[config.mk]
export PLATFORM = sky130hd
export DESIGN_NAME = prio_grant_sequencer
export DESIGN_NICKNAME = d
export VERILOG_FILES = /design/src/rtl/prio_grant_pkg.sv /design/src/rtl/prio_lowbit_enc.sv /design/src/rtl/prio_grant_sequencer.sv
export SDC_FILE = /design/constraint.sdc
export NUM_CORES = 1
export LEC_CHECK = 0
export BUFFER_PORTS_ARGS = -buffer_cell sky130_fd_sc_hd__buf_2
export CAP_MARGIN = 15
export CELL_PAD_IN_SITES_DETAIL_PLACEMENT = 2
export CELL_PAD_IN_SITES_GLOBAL_PLACEMENT = 2
export CORE_MARGIN = 4
export CORE_UTILIZATION = 27
export CTS_CLUSTER_DIAMETER = 100
export DETAILED_ROUTE_END_ITERATION = 6
export PLACE_DENSITY = 0.87
export REMOVE_ABC_BUFFERS = 1
export SETUP_SLACK_MARGIN = 0.15
export SLEW_MARGIN = 20
export SYNTH_ARGS = -nofsm -noshare
export SYNTH_HDL_FRONTEND = slang
export SYNTH_SLANG_ARGS = --single-unit
export TNS_END_PERCENT = 1
[constraint.sdc]
create_clock -name clk -period 3.2 [get_ports clk]
set_input_delay 0.64 -clock clk [delete_from_list [all_inputs] [get_ports clk]]
set_output_delay 0.64 -clock clk [all_outputs]
set_load 0.05 [all_outputs]
[src/rtl/prio_grant_pkg.sv]
// Shared types and helpers for the priority-grant sequencer family.
// Functions work on a 16-lane vector; narrower users zero-extend.
package prio_grant_pkg;

  typedef enum logic {
    IDLE  = 1'b0,
    ISSUE = 1'b1
  } state_e;

  localparam int CNT_W     = 16;
  localparam int MAX_LANES = 16;

  // Isolates the lowest set bit (vec & -vec); all-zero in, all-zero out.
  function automatic logic [MAX_LANES-1:0] lowest_onehot(input logic [MAX_LANES-1:0] vec);
    return vec & (~vec + MAX_LANES'(1));
  endfunction

  function automatic logic [3:0] onehot_to_idx(input logic [MAX_LANES-1:0] onehot);
    logic [3:0] idx;
    idx = '0;
    for (int i = 0; i < MAX_LANES; i++) begin
      if (onehot[i]) idx = idx | 4'(i);
    end
    return idx;
  endfunction

endpackage

[src/rtl/prio_lowbit_enc.sv]
// Combinational lowest-set-bit encoder: one-hot grant, its index, and
// whether any other bit remains once the granted bit is removed.
module prio_lowbit_enc #(
  parameter int LANES = 8,
  parameter int IDX_W = $clog2(LANES)
) (
  input  logic [LANES-1:0] vec,
  output logic [LANES-1:0] grant,
  output logic [IDX_W-1:0] idx,
  output logic             rest_zero
);

  // below[i] is set when any lane lower than i is requesting.
  logic [LANES-1:0]            below;
  logic [IDX_W-1:0][LANES-1:0] idx_terms;

  assign below[0] = 1'b0;

  genvar gi, bi;
  for (gi = 0; gi < LANES; gi++) begin : g_lane
    assign grant[gi] = vec[gi] & ~below[gi];
    if (gi < LANES - 1) begin : g_chain
      assign below[gi+1] = below[gi] | vec[gi];
    end
  end

  for (bi = 0; bi < IDX_W; bi++) begin : g_idx_bit
    for (gi = 0; gi < LANES; gi++) begin : g_term
      assign idx_terms[bi][gi] = (((gi >> bi) & 1) == 1) ? grant[gi] : 1'b0;
    end
    assign idx[bi] = |idx_terms[bi];
  end

  assign rest_zero = ~|(vec & ~grant);

endmodule

[src/rtl/prio_grant_sequencer.sv]
// Replays a captured request vector as one-hot grant beats, lowest lane first.
// Optional saturating beat counter enabled by PRIO_GRANT_SEQ_COUNT_EN.
module prio_grant_sequencer
  import prio_grant_pkg::*;
#(
  parameter int LANES = 8,
  parameter int IDX_W = $clog2(LANES)
) (
  input  logic             clk,
  input  logic             rst_n,
  input  logic             in_valid,
  output logic             in_ready,
  input  logic [LANES-1:0] in_req,
  input  logic [LANES-1:0] in_data,
  input  logic             in_inv,
  output logic             out_valid,
  input  logic             out_ready,
  output logic [LANES-1:0] out_grant,
  output logic [IDX_W-1:0] out_idx,
  output logic             out_data,
  output logic             out_last,
  output logic             out_null
`ifdef PRIO_GRANT_SEQ_COUNT_EN
  ,
  output logic [CNT_W-1:0] beat_cnt,
  input  logic             cnt_clr
`endif
);

  state_e           state_reg, state_next;
  logic [LANES-1:0] pend_reg, pend_next;
  logic [LANES-1:0] dreg_reg, dreg_next;
  logic             inv_reg, inv_next;

  logic [LANES-1:0] enc_grant;
  logic [IDX_W-1:0] enc_idx;
  logic             enc_rest_zero;

  prio_lowbit_enc #(
    .LANES(LANES),
    .IDX_W(IDX_W)
  ) u_enc (
    .vec      (pend_reg),
    .grant    (enc_grant),
    .idx      (enc_idx),
    .rest_zero(enc_rest_zero)
  );

  always_ff @(posedge clk) begin
    if (!rst_n) begin
      state_reg <= IDLE;
      pend_reg  <= '0;
      dreg_reg  <= '0;
      inv_reg   <= 1'b0;
    end else begin
      state_reg <= state_next;
      pend_reg  <= pend_next;
      dreg_reg  <= dreg_next;
      inv_reg   <= inv_next;
    end
  end

  // Outputs decode only registered state, so in_* and out_ready never
  // reach out_* or in_ready combinationally.
  always_comb begin
    state_next = state_reg;
    pend_next  = pend_reg;
    dreg_next  = dreg_reg;
    inv_next   = inv_reg;
    in_ready   = 1'b0;
    out_valid  = 1'b0;
    out_grant  = '0;
    out_idx    = '0;
    out_data   = 1'b0;
    out_last   = 1'b0;
    out_null   = 1'b0;

    case (state_reg)
      IDLE: begin
        in_ready = 1'b1;
        if (in_valid) begin
          pend_next  = in_req;
          dreg_next  = in_data;
          inv_next   = in_inv;
          state_next = ISSUE;
        end
      end
      ISSUE: begin
        out_valid = 1'b1;
        out_grant = enc_grant;
        out_idx   = enc_idx;
        out_last  = enc_rest_zero;
        out_null  = ~|pend_reg;
        if (|pend_reg) out_data = dreg_reg[enc_idx] ^ inv_reg;
        if (out_ready) begin
          pend_next = pend_reg & ~enc_grant;
          if (enc_rest_zero) state_next = IDLE;
        end
      end
      default: state_next = IDLE;
    endcase
  end

`ifdef PRIO_GRANT_SEQ_COUNT_EN
  logic [CNT_W-1:0] beat_cnt_reg;

  always_ff @(posedge clk) begin
    if (!rst_n || cnt_clr) begin
      beat_cnt_reg <= '0;
    end else if (out_valid && out_ready && (beat_cnt_reg != {CNT_W{1'b1}})) begin
      beat_cnt_reg <= beat_cnt_reg + CNT_W'(1);
    end
  end

  assign beat_cnt = beat_cnt_reg;
`endif

endmodule

=== Word-level counts from Yosys, hierarchy flattened ===
Cells that the tools add are included.

* Bits in registers: 18
* Bits in latches: 0
* RAM bits: 0
* Memory bits (read-only): 0
* Output and inout port bits: 16
* Word-level logic and storage cells: 57
* Memories: 0

* Add/sub/neg operators: 0
* Multiply operators: 0
* Div/mod/pow operators: 0
* $lt $le $gt $ge: 1
* Equal/unequal tests: 2
* Shift-type cells: 0
* Muxes and demuxes: 17
* Bitwise operators: 24
* Reduce and logical (&&, ||, !) cells: 9

{| class="wikitable"
|+ Operators with widths
! cell !! number
|-
| $mux W8 || 3
|-
| $pmux W8 S2 || 1
|-
| $reduce_or A8 Y1 || 2
|-
| $reduce_or A4 Y1 || 3
|-
| $mux W1 || 10
|-
| $and A8 B8 Y8 || 1
|-
| $not A1 Y1 || 8
|-
| $not A8 Y8 || 1
|-
| $and A1 B1 Y1 || 7
|-
| $or A1 B1 Y1 || 6
|-
| $lt A3 B4 Y1 const B || 1
|-
| $ne A2 B2 Y1 const B || 2
|-
| $reduce_and A2 Y1 || 2
|-
| $bmux W1 S3 || 1
|-
| $mux W3 || 1
|-
| $logic_not A1 Y1 || 2
|-
| $pmux W1 S2 || 1
|-
| $xor A1 B1 Y1 || 1
|}

=== Longest topological paths before layout ===
* Word-level depth: 14
* Gate-level depth with buffers: 7

=== Modules after synthesis ===
Synthesis repeated with hierarchy kept, for this count alone.

* Cells, all modules: 133
* Area total of the unflattened synthesis: 1088.5 um^2

{| class="wikitable"
|+ Modules (own cells, without submodules)
! module !! times used !! cells each !! area each (um^2) !! sequential area each (um^2)
|-
| prio_grant_sequencer || 1 || 103 || 882.1 || 360.3
|-
| prio_lowbit_enc || 1 || 30 || 206.4 || 0.0
|}

=== Least setup slack after synthesis ===
No wires, ideal clock.

* Kind: register to output
* Start point: register state_reg
* End point: output out_grant[1]
* Data arrival time: 2.297 ns
* Data required time: 2.560 ns
* Path slack: 0.263 ns
* Cell stages (with the launch flop): 3
* Buffers on the path: 0
* Path through: dfxtp_1 inv_1 nor3_1

* Cells in the longest elaborated chain, start to end: 1

{| class="wikitable"
|+ RTL lines
! item !! RTL line !! RTL
|-
| start, declared || prio_grant_sequencer.sv:30 || <nowiki>state_e state_reg, state_next;</nowiki>
|-
| start signal, assigned || prio_grant_sequencer.sv:56 || <nowiki>state_reg <= state_next;</nowiki>
|-
| $mux W8 || prio_grant_sequencer.sv:78 || <nowiki>case (state_reg)</nowiki>
|-
| end, declared || prio_grant_sequencer.sv:18 || <nowiki>output logic [LANES-1:0] out_grant,</nowiki>
|}

No other way between the ends.

=== Final worst setup path ===
* Start point: register pend_reg[3]
* End point: output out_data

* Cells in the longest elaborated chain, start to end: 12

{| class="wikitable"
|+ RTL lines
! item !! RTL line !! RTL
|-
| start, declared || prio_grant_sequencer.sv:31 || <nowiki>logic [LANES-1:0] pend_reg, pend_next;</nowiki>
|-
| start signal, assigned || prio_grant_sequencer.sv:57 || <nowiki>pend_reg <= pend_next;</nowiki>
|-
| $or A1 B1 Y1 (4 in series) || prio_lowbit_enc.sv:23 || <nowiki>assign below[gi+1] = below[gi] | vec[gi];</nowiki>
|-
| $not A1 Y1 || prio_lowbit_enc.sv:21 || <nowiki>assign grant[gi] = vec[gi] & ~below[gi];</nowiki>
|-
| $and A1 B1 Y1 || prio_lowbit_enc.sv:21 ||
|-
| $reduce_or A4 Y1 || prio_lowbit_enc.sv:31 || <nowiki>assign idx[bi] = |idx_terms[bi];</nowiki>
|-
| $bmux W1 S3 || prio_grant_sequencer.sv:94 || <nowiki>if (|pend_reg) out_data = dreg_reg[enc_idx] ^ inv_reg;</nowiki>
|-
| $mux W1 (implied by the code) || prio_grant_sequencer.sv:94 ||
|-
| $xor A1 B1 Y1 || prio_grant_sequencer.sv:94 ||
|-
| $mux W1 (*) || prio_grant_sequencer.sv:94 ||
|-
| $mux W1 (*) || prio_grant_sequencer.sv:78 ||
|-
| end, declared || prio_grant_sequencer.sv:20 || <nowiki>output logic out_data,</nowiki>
|}

Mark *: on every way between the ends. The rest lies on a longest branch, timed or not. The select of a mux whose other input is x is not followed.

==> flow_summary.json <==
{
  "worstSkewPairLatency_ns": 0.26,
  "wl_mm": 3.99,
  "antenna_left": 0,
  "fp-row-count": 23,
  "dieHeight_um": 72.2,
  "final-setup-viol-count": 0,
  "ys_async_sr_fraction": 0,
  "post-route-period-util": 0.978,
  "cts-root-buf": "clkbuf_8",
  "ir_drop_v": 0.000195,
  "cts_tree": "yes",
  "yosysWarnings": 0,
  "crit_path_max_incr_delay_ns": 0.53,
  "endpoint_kind": "output port",
  "fmax_ghz": 0.320,
  "core_sq_um": 4000,
  "wl_per_cell_um": 17.5,
  "antenna_found_initial": 0,
  "whs_ns": 0.486,
  "grt_pass1_wl_mm": 6.47,
  "max_slew.worst_pin.slew_ns": 0.550,
  "layout.nets": 200,
  "vias_per_cell": 5.12,
  "crit_required_ns": 2.56,
  "path_max_fanout": 4,
  "initial_core_util": 0.278,
  "finalHoldViolations": 0,
  "p_sw_uw": 230,
  "seq_power_share": 0.396,
  "synthCells": 141,
  "path_clk_slew_ns": 0.07,
  "dr.pass1.iters": 4,
  "synth.area.top_cells": "dfxtp_1 32%, nand2_1 10%, a21boi_0 8.8%",
  "worst_path_max_delay_cell": "or4_4",
  "yosys.area.top_type": "dfxtp_1",
  "areaGrowthSynthToFinish_pct": 26.4,
  "syn-cell-area_sq_um": 1110,
  "yosysMostFrequentCell": "nand2_1",
  "io_buffers": 36,
  "numCtsBuffers": 3,
  "p_per_area_nw_per_um2": 465,
  "startpoint_type": "register",
  "slew_headroom": 0.633,
  "cts.path.max_buffers": 2,
  "route.detailed.drc": 0,
  "status": "finished clean",
  "grt_max_degree": 19,
  "cp_top_family": "simple AND/OR/NAND/NOR gates",
  "drt_iter0_markers": 35,
  "crit_chain": "or4_4 > or3_4 > o21ai_4 > mux2i_1 > mux2i_1 > mux2_4 > buf_6",
  "dp_hpwl_mm": 3.01,
  "pwr-share-clk": 0.299,
  "maxCapViolCount": 0,
  "rsz0062_at_grt": "yes",
  "dr_total_vias": 1167,
  "intPower_uw": 425,
  "yosys-top-cells-count": "30 x nand2_1, 18 x dfxtp_1, 13 x a21boi_0, 12 x nor2_1, 7 x mux2i_1",
  "drive_above_1_share": 0.326,
  "yosysTopAreaCellShare": 0.324,
  "grt_overflow_total": 0,
  "ys_ff_latch": 18,
  "synth_edf_count": 0,
  "crit_type": "register to output port",
  "h-tree-depth": 1,
  "period_minus_slack_ns": 3.13,
  "avgSynthCellArea_sq_um": 7.90,
  "hp-class": "register to register",
  "pwr-share-comb": 0.305,
  "cts_hold_buf": 0,
  "leakage_uw": 0.000624,
  "gp_congestion": 0.775,
  "worst_path_most_repeated_cell": "mux2i_1",
  "final_util": 0.352,
  "clock_skew_ns": 0.000852,
  "dieArea_sq_um": 5220,
  "globalRouteTotalUtil": 0.159,
  "switching_share": 0.351,
  "grt_pass1_vias": 1313,
  "post_synth_num_cell_types": 37,
  "num_io_pins": 37,
  "seq_area_frac_synth": 0.324,
  "power_uw": 655,
  "crit_arrival_ns": 2.49,
  "slew_viol_final": 0,
  "die_w_um": 72.2,
  "n_antenna_cell": 0,
  "synthFlopType": "dfxtp_1",
  "critPathBufInv": 1,
  "cts.sinks": 18
}
[placed cells by master, fill, tap and decap left out, types with 2 or more instances in the layout]
cell type   n
o21ai_0     6
a21boi_1    2
a21boi_0   13
clkbuf_8    4
inv_1       3
or2b_2      2
nand2_1    30
mux2i_1     7
a21oi_1     5
nor4_1      2
buf_2      35
buf_4       5
and2_1      3
dfxtp_1    16
and3_1      5
nor3_1      3
nor2b_1     2
maj3_1      2
nor2_1     12
buf_6       2
[tightest hold or removal path: cells and delay by family, from the launching register on]
family,cells,cell delay [ns]
AND/OR/NAND/NOR,1,0.05
flip-flops,1,0.32
AO/OA/AOI/OAI,1,0.07
[logic make-up (layout without fill, tap and decap cells)]
logic type,count (synthesis),count (layout),synth area share
AOI/OAI and AO/OA,35,35,0.224
muxes,8,8,0.0730
and+or+nand+nor,66,66,0.291
adders and majority gates,2,2,0.0180
buffers and inverters,12,49,0.0708
DFF,18,18,0.324
[routing by layer]
layer | routed length [um] | part of all wire | global-route usage
met5 | 0 | 0 | 0
met4 | 53 | 0.013 | 0.0459
met3 | 146 | 0.037 | 0.0305
met2 | 2170 | 0.54 | 0.302
met1 | 1620 | 0.40 | 0.178
[stage by stage]
| step | setup TNS (ns) | cells | worst slack (ns) | cell area [sq um] |
|---|---|---|---|---|
| floorplan | 0 | 132 | 0.110 | 1050 |
| global placement | 0 | 222 | 0.256 | 1320 |
| detailed placement | 0 | 222 | 0.166 | 1320 |
| CTS | 0 | 227 | 0.0743 | 1390 |
| global route | -0.0218 | 228 | -0.0218 | 1410 |
| finish | 0 | 228 | 0.0708 | 1410 |
[power by group through the flow]
| stage | Clock (uW) | Combinational, uW | Sequential (uW) |
|---|---|---|---|
| 2_1_floorplan | 0 | 125 | 261 |
| 3_3_place_gp | 0 | 181 | 261 |
| 3_5_place_dp | 0 | 191 | 265 |
| 4_1_cts | 198 | 199 | 260 |
| 5_1_grt | 206 | 217 | 262 |
| 6_report | 196 | 200 | 259 |
[path summary, 6_finish.rpt]
kind / end / from / slack [ns] / depth (start not counted)
setup / recovery: out_data / pend_reg[3] / 0.07 / 7
hold / removal: dreg_reg[2] / dreg_reg[2] / 0.49 / 2
setup reg to reg: pend_reg[6] / pend_reg[3] / 1.23 / 7
hold reg to reg: dreg_reg[2] / dreg_reg[2] / 0.49 / 2
[repair_timing]
item	4_1_cts	5_1_grt
hold endpoints to repair	0	0
setup buffers	1	1
endpoints found under the setup margin	1	1
pin swaps	3	1
gates resized for setup	6	2
[cell type report]
| type | instances | area (sq um) |
|---|---|---|
| Clock buffer | 4 | 55.1 |
| Fill cell | 472 | 2590 |
| Inverter | 3 | 11.3 |
| Multi-Input combinational cell | 111 | 678 |
| Sequential cell | 18 | 365 |
| Tap cell | 50 | 62.6 |
| Timing Repair Buffer | 42 | 235 |
Note: power is estimated with default switching activity, not from simulation.
